## src/rtl/sd_dat_card_emu_pkg.sv

```systemverilog
// Shared constants, FSM encoding and helpers for the SD DAT card emulator.
// Latency: n/a; backpressure: n/a.
package sd_dat_card_emu_pkg;

    localparam logic [15:0] CRC16_POLY = 16'h1021;
    localparam logic [2:0]  TOKEN_OK   = 3'b010;
    localparam logic [2:0]  TOKEN_ERR  = 3'b101;
    localparam int          CNT_W      = 16;

    typedef enum logic [3:0] {
        IDLE, R_GAP, R_START, R_DATA, R_CRC, R_END,
        W_WAIT, W_DATA, W_CRC, W_END, W_STAT, W_BUSY
    } state_e;

    function automatic logic dat_w_legal(input int w);
        return (w == 1) || (w == 4) || (w == 8);
    endfunction

endpackage

```

## src/rtl/sd_crc16_lane.sv

```systemverilog
// One-lane serial CRC16 (x^16+x^12+x^5+1, init 0), MSB-first input.
// Latency: crc reflects din one cycle after en; backpressure: none.
module sd_crc16_lane
    import sd_dat_card_emu_pkg::*;
(
    input  logic        clk,
    input  logic        rst,
    input  logic        clr,
    input  logic        en,
    input  logic        din,
    output logic [15:0] crc
);

    logic [15:0] crc_q, crc_d;
    logic        fb;

    always_comb begin
        fb    = din ^ crc_q[15];
        crc_d = crc_q;
        if (clr) begin
            crc_d = '0;
        end else if (en) begin
            crc_d = {crc_q[14:0], 1'b0} ^ (fb ? CRC16_POLY : 16'h0000);
        end
    end

    always_ff @(posedge clk) begin
        if (rst) crc_q <= '0;
        else     crc_q <= crc_d;
    end

    assign crc = crc_q;

endmodule

```

## src/rtl/sd_dat_card_emu.sv

```systemverilog
// SD card-side DAT emulator: patterned read frames with per-lane CRC16; write receive with CRC-status token and busy.
// Latency: bus activity starts the cycle after a start pulse; backpressure: none, host must keep pace with sd_clk.
module sd_dat_card_emu
    import sd_dat_card_emu_pkg::*;
#(
    parameter int DAT_W           = 4,
    parameter int BLOCK_SZ_WIDTH  = 12,
    parameter int BLOCK_CNT_WIDTH = 16,
    parameter int NAC_CYCLES      = 8,
    parameter int BUSY_CYCLES     = 4,
    parameter int WR_TIMEOUT      = 256
) (
    input  logic                       sd_clk,
    input  logic                       rst,
    input  logic                       start_rd,
    input  logic                       start_wr,
    input  logic                       abort,
    input  logic [BLOCK_SZ_WIDTH-1:0]  block_sz,
    input  logic [BLOCK_CNT_WIDTH-1:0] block_cnt,
    input  logic [7:0]                 pat_seed,
    input  logic [DAT_W-1:0]           DAT_din,
    output logic [DAT_W-1:0]           DAT_dout,
    output logic                       DAT_oe,
    output logic                       busy,
    output logic                       blk_done,
    output logic                       done,
    output logic [BLOCK_CNT_WIDTH-1:0] crc_err_cnt
);

    localparam int CPB = 8 / DAT_W;

    if (!dat_w_legal(DAT_W)) begin : g_bad_dat_w
        $error("sd_dat_card_emu: DAT_W must be 1, 4 or 8");
    end

    state_e                     state_q, state_d;
    logic [CNT_W-1:0]           cnt_q, cnt_d;
    logic [BLOCK_SZ_WIDTH-1:0]  sz_q, sz_d, byte_q, byte_d;
    logic [BLOCK_CNT_WIDTH-1:0] nblk_q, nblk_d, blk_q, blk_d, err_cnt_q, err_cnt_d;
    logic [7:0]                 seed_q, seed_d;
    logic [2:0]                 sub_q, sub_d;
    logic                       err_q, err_d, done_q, done_d, blk_done_q, blk_done_d;

    logic [7:0]       pat_byte, pat_shift;
    logic [DAT_W-1:0] pat_dat, crc_bits, crc_din;
    logic             crc_clr, crc_en, data_last, blk_last, end_bad;
    logic [15:0]      crc_lane [DAT_W];
    logic [4:0]       stat_frame;
    logic [2:0]       stat_idx;

    // Byte k of block b is seed + b + k; the current lane slice is taken MSB first.
    assign pat_byte  = seed_q + blk_q[7:0] + byte_q[7:0];
    assign pat_shift = pat_byte << (32'(sub_q) * DAT_W);
    assign pat_dat   = pat_shift[7 -: DAT_W];
    assign data_last = (byte_q == sz_q - BLOCK_SZ_WIDTH'(1)) && (sub_q == 3'(CPB - 1));
    assign blk_last  = (blk_q == nblk_q - BLOCK_CNT_WIDTH'(1));

    assign crc_clr = (state_q == R_START) || (state_q == W_WAIT);
    assign crc_en  = (state_q == R_DATA) || (state_q == W_DATA);
    assign crc_din = (state_q == W_DATA) ? DAT_din : pat_dat;
    assign end_bad = err_q || (DAT_din != {DAT_W{1'b1}});

    for (genvar i = 0; i < DAT_W; i++) begin : g_lane
        sd_crc16_lane u_crc (
            .clk (sd_clk),
            .rst (rst),
            .clr (crc_clr),
            .en  (crc_en),
            .din (crc_din[i]),
            .crc (crc_lane[i])
        );
        assign crc_bits[i] = crc_lane[i][~cnt_q[3:0]];
    end

    always_ff @(posedge sd_clk) begin
        if (rst) begin
            state_q    <= IDLE;
            cnt_q      <= '0;
            sz_q       <= '0;
            byte_q     <= '0;
            nblk_q     <= '0;
            blk_q      <= '0;
            err_cnt_q  <= '0;
            seed_q     <= '0;
            sub_q      <= '0;
            err_q      <= 1'b0;
            done_q     <= 1'b0;
            blk_done_q <= 1'b0;
        end else begin
            state_q    <= state_d;
            cnt_q      <= cnt_d;
            sz_q       <= sz_d;
            byte_q     <= byte_d;
            nblk_q     <= nblk_d;
            blk_q      <= blk_d;
            err_cnt_q  <= err_cnt_d;
            seed_q     <= seed_d;
            sub_q      <= sub_d;
            err_q      <= err_d;
            done_q     <= done_d;
            blk_done_q <= blk_done_d;
        end
    end

    always_comb begin
        state_d    = state_q;
        cnt_d      = cnt_q;
        sz_d       = sz_q;
        byte_d     = byte_q;
        nblk_d     = nblk_q;
        blk_d      = blk_q;
        err_cnt_d  = err_cnt_q;
        seed_d     = seed_q;
        sub_d      = sub_q;
        err_d      = err_q;
        done_d     = 1'b0;
        blk_done_d = 1'b0;
        if (abort && state_q != IDLE) begin
            state_d = IDLE;
            cnt_d   = '0;
        end else begin
            case (state_q)
                IDLE: if ((start_rd || start_wr) && !abort) begin
                    sz_d      = block_sz;
                    nblk_d    = block_cnt;
                    seed_d    = pat_seed;
                    blk_d     = '0;
                    cnt_d     = '0;
                    err_cnt_d = '0;
                    if (block_cnt == '0 || block_sz == '0) done_d  = 1'b1;
                    else if (start_rd)                     state_d = R_GAP;
                    else                                   state_d = W_WAIT;
                end
                R_GAP: begin
                    if (cnt_q == CNT_W'(NAC_CYCLES - 1)) state_d = R_START;
                    else                                 cnt_d   = cnt_q + CNT_W'(1);
                end
                R_START: begin
                    state_d = R_DATA;
                    byte_d  = '0;
                    sub_d   = '0;
                end
                R_DATA, W_DATA: begin
                    if (data_last) begin
                        state_d = (state_q == R_DATA) ? R_CRC : W_CRC;
                        cnt_d   = '0;
                    end else if (sub_q == 3'(CPB - 1)) begin
                        sub_d  = '0;
                        byte_d = byte_q + BLOCK_SZ_WIDTH'(1);
                    end else begin
                        sub_d = sub_q + 3'd1;
                    end
                end
                R_CRC: begin
                    if (cnt_q == CNT_W'(15)) state_d = R_END;
                    else                     cnt_d   = cnt_q + CNT_W'(1);
                end
                R_END: begin
                    blk_done_d = 1'b1;
                    cnt_d      = '0;
                    if (blk_last) begin
                        state_d = IDLE;
                        done_d  = 1'b1;
                    end else begin
                        state_d = R_GAP;
                        blk_d   = blk_q + BLOCK_CNT_WIDTH'(1);
                    end
                end
                W_WAIT: begin
                    err_d = 1'b0;
                    if (!DAT_din[0]) begin
                        state_d = W_DATA;
                        byte_d  = '0;
                        sub_d   = '0;
                    end else if (cnt_q == CNT_W'(WR_TIMEOUT - 1)) begin
                        state_d = IDLE;
                    end else begin
                        cnt_d = cnt_q + CNT_W'(1);
                    end
                end
                W_CRC: begin
                    if (DAT_din != crc_bits) err_d = 1'b1;
                    if (cnt_q == CNT_W'(15)) state_d = W_END;
                    else                     cnt_d   = cnt_q + CNT_W'(1);
                end
                W_END: begin
                    err_d   = end_bad;
                    state_d = W_STAT;
                    cnt_d   = '0;
                    if (end_bad && err_cnt_q != '1) err_cnt_d = err_cnt_q + BLOCK_CNT_WIDTH'(1);
                end
                W_STAT: begin
                    cnt_d = cnt_q + CNT_W'(1);
                    if (cnt_q == CNT_W'(6)) begin
                        state_d = W_BUSY;
                        cnt_d   = '0;
                    end
                end
                W_BUSY: begin
                    cnt_d = cnt_q + CNT_W'(1);
                    if (cnt_q == CNT_W'(BUSY_CYCLES - 1)) begin
                        blk_done_d = 1'b1;
                        cnt_d      = '0;
                        if (blk_last) begin
                            state_d = IDLE;
                            done_d  = 1'b1;
                        end else begin
                            state_d = W_WAIT;
                            blk_d   = blk_q + BLOCK_CNT_WIDTH'(1);
                        end
                    end
                end
                default: state_d = IDLE;
            endcase
        end
    end

    // Status slot: two released cycles, then start 0, token MSB first, end 1 on DAT[0].
    assign stat_frame = {1'b0, (err_q ? TOKEN_ERR : TOKEN_OK), 1'b1};
    assign stat_idx   = 3'd6 - cnt_q[2:0];

    always_comb begin
        DAT_dout = '1;
        DAT_oe   = 1'b0;
        case (state_q)
            R_GAP, R_END: DAT_oe = 1'b1;
            R_START: begin
                DAT_oe   = 1'b1;
                DAT_dout = '0;
            end
            R_DATA: begin
                DAT_oe   = 1'b1;
                DAT_dout = pat_dat;
            end
            R_CRC: begin
                DAT_oe   = 1'b1;
                DAT_dout = crc_bits;
            end
            W_STAT: if (cnt_q >= CNT_W'(2)) begin
                DAT_oe      = 1'b1;
                DAT_dout[0] = stat_frame[stat_idx];
            end
            W_BUSY: begin
                DAT_oe      = 1'b1;
                DAT_dout[0] = 1'b0;
            end
            default: ;
        endcase
    end

    assign busy        = (state_q != IDLE);
    assign blk_done    = blk_done_q;
    assign done        = done_q;
    assign crc_err_cnt = err_cnt_q;

endmodule

```

## config.mk

```make
export PLATFORM = sky130hd
export DESIGN_NAME = sd_dat_card_emu
export DESIGN_NICKNAME = d
export VERILOG_FILES = /design/src/rtl/sd_dat_card_emu_pkg.sv /design/src/rtl/sd_crc16_lane.sv /design/src/rtl/sd_dat_card_emu.sv
export SDC_FILE = /design/constraint.sdc
export NUM_CORES = 1
export LEC_CHECK = 0
export CAP_MARGIN = 10
export CORE_ASPECT_RATIO = 1.25
export CORE_UTILIZATION = 45
export DETAILED_ROUTE_END_ITERATION = 10
export GPL_TIMING_DRIVEN = 0
export PLACE_DENSITY_LB_ADDON = 0.08
export SLEW_MARGIN = 30
export SYNTH_ARGS = -nofsm -noshare
export SYNTH_HDL_FRONTEND = slang
export SYNTH_SLANG_ARGS = --single-unit
```

## constraint.sdc

```tcl
create_clock -name sd_clk -period 4.9 [get_ports sd_clk]
set_clock_uncertainty 0.1 [all_clocks]
set_input_delay 0.98 -clock sd_clk [delete_from_list [all_inputs] [get_ports sd_clk]]
set_output_delay 0.98 -clock sd_clk [all_outputs]
set_load 0.005 [all_outputs]
```

* Word level (Yosys, flattened, before mapping)
Cells that the tools add are included.
Operators by class: $add $sub $neg 10, magnitude comparators 3, equality and inequality tests 40, shift-type cells 1, mux-type cells 67, bitwise operators 10, reductions and logical operators 34
Operators with widths (number):
- 16-bit two-way mux | 11
- 16-bit case mux with 8 select lines | 1
- 16-bit XOR | 4
- 13-bit two-way mux | 4
- 16-bit by 1-bit adder with 16-bit output (second input constant) | 3
- 4-bit two-way mux | 12
- 16-bit case mux with 3 select lines | 1
- 4-bit case mux with 11 select lines | 1
- 12-bit two-way mux | 3
- 12-bit case mux with 3 select lines | 1
- 2-bit inequality test (second input constant) | 17
- 16-bit by 3-bit == test with 1-bit output (second input constant) | 2
- 16-bit case mux with 2 select lines | 1
- 3-bit two-way mux | 6
- 3-bit case mux with 3 select lines | 2
- 8-bit adder | 2
- 1-bit binary-select mux with 4-bit select | 4
- 16-bit == test | 1
- 16-bit by 2-bit == test with 1-bit output (second input constant) | 1
- 16-bit by 4-bit == test with 1-bit output (second input constant) | 1
- 16-bit by 8-bit == test with 1-bit output (second input constant) | 1
- 4-bit by 3-bit == test with 1-bit output (second input constant) | 4
- 4-bit == test (second input constant) | 4
- 16-bit by 2-bit greater-or-equal comparator with 1-bit output (second input constant) | 1
- 41 further kinds | 77
Storage, ports and cells: register bits 170, input bits 45, output and inout bits 24, word-level logic and storage cells 181

* Depth between registers and ports, before layout
depth after elaboration 7, mapped depth 13, gate-level depth less buffers 12

* Hierarchy
Synthesis repeated with hierarchy kept, for this count alone.
Unflattened totals: cell total of the unflattened synthesis 1179, area total of the unflattened synthesis 9943.3 um^2
By module, submodules not included:
- sd_dat_card_emu | times used 1, cells each 939, area an instance 7410.9 um^2, seq. area each 2122.0 um^2
- sd_crc16_lane | times used 4, cells each 60, area an instance 633.1 um^2, seq. area each 320.3 um^2

* Least setup slack after synthesis
OpenSTA, ideal clock, no wires.
path type reg-to-output, start point reg cnt_q[0], end point out DAT_dout[3], arrival 2624 ps, required time 3820 ps, setup slack 1196 ps, stages on the path, launching flop included 8, buffers on the path 2, cell sequence dfxtp_1 > clkbuf_1 > buf_1 > mux4_2 > mux4_2 > o21ai_0 > nand2_1 > a21o_1
Between the ends: word-level cells in the longest chain between the ends 4
RTL lines:
- start, declared | line sd_dat_card_emu.sv:37 | logic [CNT_W-1:0] cnt_q, cnt_d;
- start signal, assigned | line sd_dat_card_emu.sv:91 | cnt_q <= cnt_d;
- 4-bit inverter | line sd_dat_card_emu.sv:72 | assign crc_bits[i] = crc_lane[i][~cnt_q[3:0]];
- 1-bit binary-select mux with 4-bit select | line sd_dat_card_emu.sv:72
- 1-bit two-way mux (not written as such) | line sd_dat_card_emu.sv:72
- 3-bit case mux with 3 select lines | line sd_dat_card_emu.sv:225 | case (state_q)
- end, declared | line sd_dat_card_emu.sv:22 | output logic [DAT_W-1:0] DAT_dout,
No other way between the ends. The select of a mux whose other input is x is not followed.

* Worst setup path after layout
start point reg byte_q[2], end point out DAT_dout[3]
Between the ends: word-level cells in the longest chain between the ends 3
RTL lines:
- start, declared | line sd_dat_card_emu.sv:38 | logic [BLOCK_SZ_WIDTH-1:0] sz_q, sz_d, byte_q, byte_d;
- start signal, assigned | line sd_dat_card_emu.sv:93 | byte_q <= byte_d;
- 8-bit adder | line sd_dat_card_emu.sv:52 | assign pat_byte = seed_q + blk_q[7:0] + byte_q[7:0];
- 8-bit by 5-bit << shifter with 8-bit output | line sd_dat_card_emu.sv:53 | assign pat_shift = pat_byte << (32'(sub_q) * DAT_W);
- 3-bit case mux with 3 select lines | line sd_dat_card_emu.sv:225
No other way between the ends.

==> run metrics <==
I/O pin count=69; global-route wire length before repair=43800 um; CTS sink count=170; synthesized cell area=a little under 10000 um2; Worst Hold Class=reg -> reg; Cells after Synth=1223; TritonCTS Buffers=17; Max Clock Freq=212 MHz; Cell Rows=59; P&R area growth vs syn=17.1%; Gate power share=0.328; post-synthesis sequential area ratio=0.351; FILL cells=between 2000 and 2500; P per Cell Area=around 400 nW/um2; HPWL after DPL=19800 um; maxcap violations=0; maximum root-to-sink buffer count=2; Die Y=166 um; setup_tns=0 ns; GRT overflow=0; leakage power=3.85 nW; warning count from the yosys run=0; Placer Congestion=0.849; Worst-Margin Slew=0.997 ns; final WL=26500 um; leading cell types in the layout, fill and taps excluded=nand2_1, dfxtp_1, a21oi_1; Critical-path top delay cell=fa_1; CP most frequent cell=o21ai_0; top cell type by total area after synthesis=dfxtp_1; final worst path period need=approximately 4.7 ns; Peak supply drop=roughly 0.00027 V; Clock Latency Late Sink=roughly 0.43 ns; Tot GR Track Use=0.247; H-tree depth reported by CTS=4; Reg area=3410 um2; Distinct cells, synth=79; status=finished clean; fin nets=between 1000 and 1500; DR pass1 iterations=5; number of synthesized flops with an enable pin=0; kind of cell adding the most delay to the critical path=adder cells; IO buf count=66; crit path max fanout=8; CP Cell Sequence=fa_1, inv_1, fa_1, nor2b_1, o31a_1, o21ai_0, nand2b_1, xnor2_1, o21ai_0, o21ai_0, a21o_1, clkdlybuf4s50_1; CP Capture Type=primary output; total number of vias=9027; period utilization=0.962; post-layout instance area=11300 um2; Inst Count DP=1563; post-synthesis register bit count=170; Switching Power=1.65 mW; Critical Path AT=3.63 ns; core area=between 20000 and 25000 um2; commonest non-fill, non-tap cell in the layout=nand2_1; drt wl/cell=roughly 17 um; final setup violation count=0; Sequential Power Share=0.346; fraction of layout cells with a size suffix above 1=0.0667; Initial Utilization=0.462; RSZ-0062 raised after global routing=false; crit path buf inv count=2; vias in the first global route=8541; antenna violations before repair=0; Int Pwr=2.93 mW; Pins Over Slew Limit=0; ys flop type=dfxtp_1; post-CTS setup repair buffer count=0; FF-to-FF path depth=11; post-synthesis async set-or-reset flop share=0; pin count of the biggest net entering global routing=19; Crit Path Category=reg -> out; drt via density=5.66; DIE AREA=22100 um2; Worst path max stage delay=between 0.6 and 0.7 ns; Worst-path clk slew=0.07 ns; R2R Setup Slk=roughly 1.1 ns; power consumption=4.58 mW; drt drc=0; Multi-input gate area=5890 um2; Data required, critical path=approximately 3.8 ns; hold_ws=about 0.36 ns; post-synth top area share=0.351; clock power share=0.326; switching part of the total power=0.361; Final ANT Viol Nets=0; Die X=~130 um; synthesized net count=1290; HP Start=g_lane[0].u_crc.crc[9]$_SDFFE_PP0N_; worst r2r src=sz_q[0]$_SDFFE_PP0P_; final hold vios=0; Root Buffer=clkbuf_16; Starting DRT DRC Count=just over 500; Hold Crit Endpoint=g_lane[0].u_crc.crc[10]$_SDFFE_PP0N_; cell depth of the worst hold path=2; largest cells by area after synthesis=dfxtp_1, nand2_1, a21oi_1; Antenna Cells=0; Avg Cell Area, Syn=7.92 um2; Cell Area, Placed=between 10000 and 15000 um2; crit path launch type=register; slew margin rel.=0.333; Worst R2R End=state_q[3]$_SDFFE_PP0P_; Final Non-Filler Cells=about 1600; TritonCTS clock tree=yes
==> tightest hold or removal path, delay by kind of cell, from the launching register on <==
kind             cells  cell delay [ns]
AO/OA/AOI/OAI        1             0.05
flip-flops           1             0.32
AND/OR/NAND/NOR      1             0.05
==> power by group through the flow <==
stage | sequential [mW] | combinational (mW) | clock, mW
global placement | 1.61 | 1.48 | 0
floorplan | 1.57 | 1.07 | 0
CTS | 1.58 | 1.50 | 1.53
global route | 1.59 | 1.67 | 1.57
detailed placement | 1.61 | 1.49 | 0
finish | 1.58 | 1.50 | 1.49
==> layout make-up <==
type	count	area share
buffer	80	0.0281
clock buffer	17	0.0375
clock inverter	15	0.0199
inverter	21	0.00695
multi-input combinational	951	0.519
sequential	170	0.300
tap	274	0.0302
timing repair buffer	66	0.0582
==> how the worst max path moves through the flow <==
stage | startpoint | end | cells past startpoint
floorplan | cnt_q[0]$_SDFFE_PP0P_ | DAT_dout[3] | 7
detailed placement | cnt_q[0]$_SDFFE_PP0P_ | DAT_dout[3] | 8
global route | byte_q[2]$_SDFFE_PP0P_ | DAT_dout[3] | 12
global placement | cnt_q[0]$_SDFFE_PP0P_ | DAT_dout[1] | 11
finish | byte_q[2]$_SDFFE_PP0P_ | DAT_dout[3] | 12
CTS | cnt_q[0]$_SDFFE_PP0P_ | DAT_dout[1] | 11
==> flip-flops by register name, indices dropped and copies added, names as in the netlist <==
register          cells
g_lane.u_crc.crc     64
blk_q                16
cnt_q                16
crc_err_cnt          16
nblk_q               16
byte_q               12
sz_q                 12
seed_q                8
state_q               4
sub_q                 3
blk_done              1
done                  1
err_q                 1
==> Yosys cell counts (15+ instances only) <==
cell type and number:
inv_1 19, clkbuf_1 64, o211ai_1 15, or4_1 18, xor2_1 31, a21oi_1 142
dfxtp_1 170, xnor2_1 49, nand4_1 21, o21ai_0 48, nor4_1 23, or3_1 21
nand3_1 32, mux4_2 19, nand2_1 254, nor2_1 75, nor3_1 25
==> logic make-up after synthesis <==
kind of cell	after synthesis	share of synthesized area
DFF	170	0.351
muxes	27	0.0528
and+or+nand+nor	542	0.270
adders and majority gates	22	0.0346
AOI/OAI and AO/OA	278	0.173
xor gates and xnor gates	82	0.0772
buffers and inverters	102	0.0412
==> metrics by stage <==
stage	worst slack, ns	utilization
2_1_floorplan	1.20	-
3_3_place_gp	0.0151	0.510
3_5_place_dp	0.0441	0.510
4_1_cts	0.0760	0.541
5_1_grt	0.00301	0.541
6_report	0.185	0.541
==> per-layer routing <==
| metal | vias up | track usage | wire length [um] |
|---|---|---|---|
| met5 | - | 0 | 0 |
| met4 | 0 | 0.0983 | 728 |
| li1 | 4516 | - | - |
| met3 | 44 | 0.0281 | 981 |
| met2 | 190 | 0.432 | 13200 |
| met1 | 4277 | 0.309 | 11600 |
==> what timing repair did <==
item                                    4_1_cts  5_1_grt
hold buffers                                  0        0
endpoints found under the setup margin        5        3
resized for setup                             4        3
No activity file was read; power rests on OpenSTA's default activity.
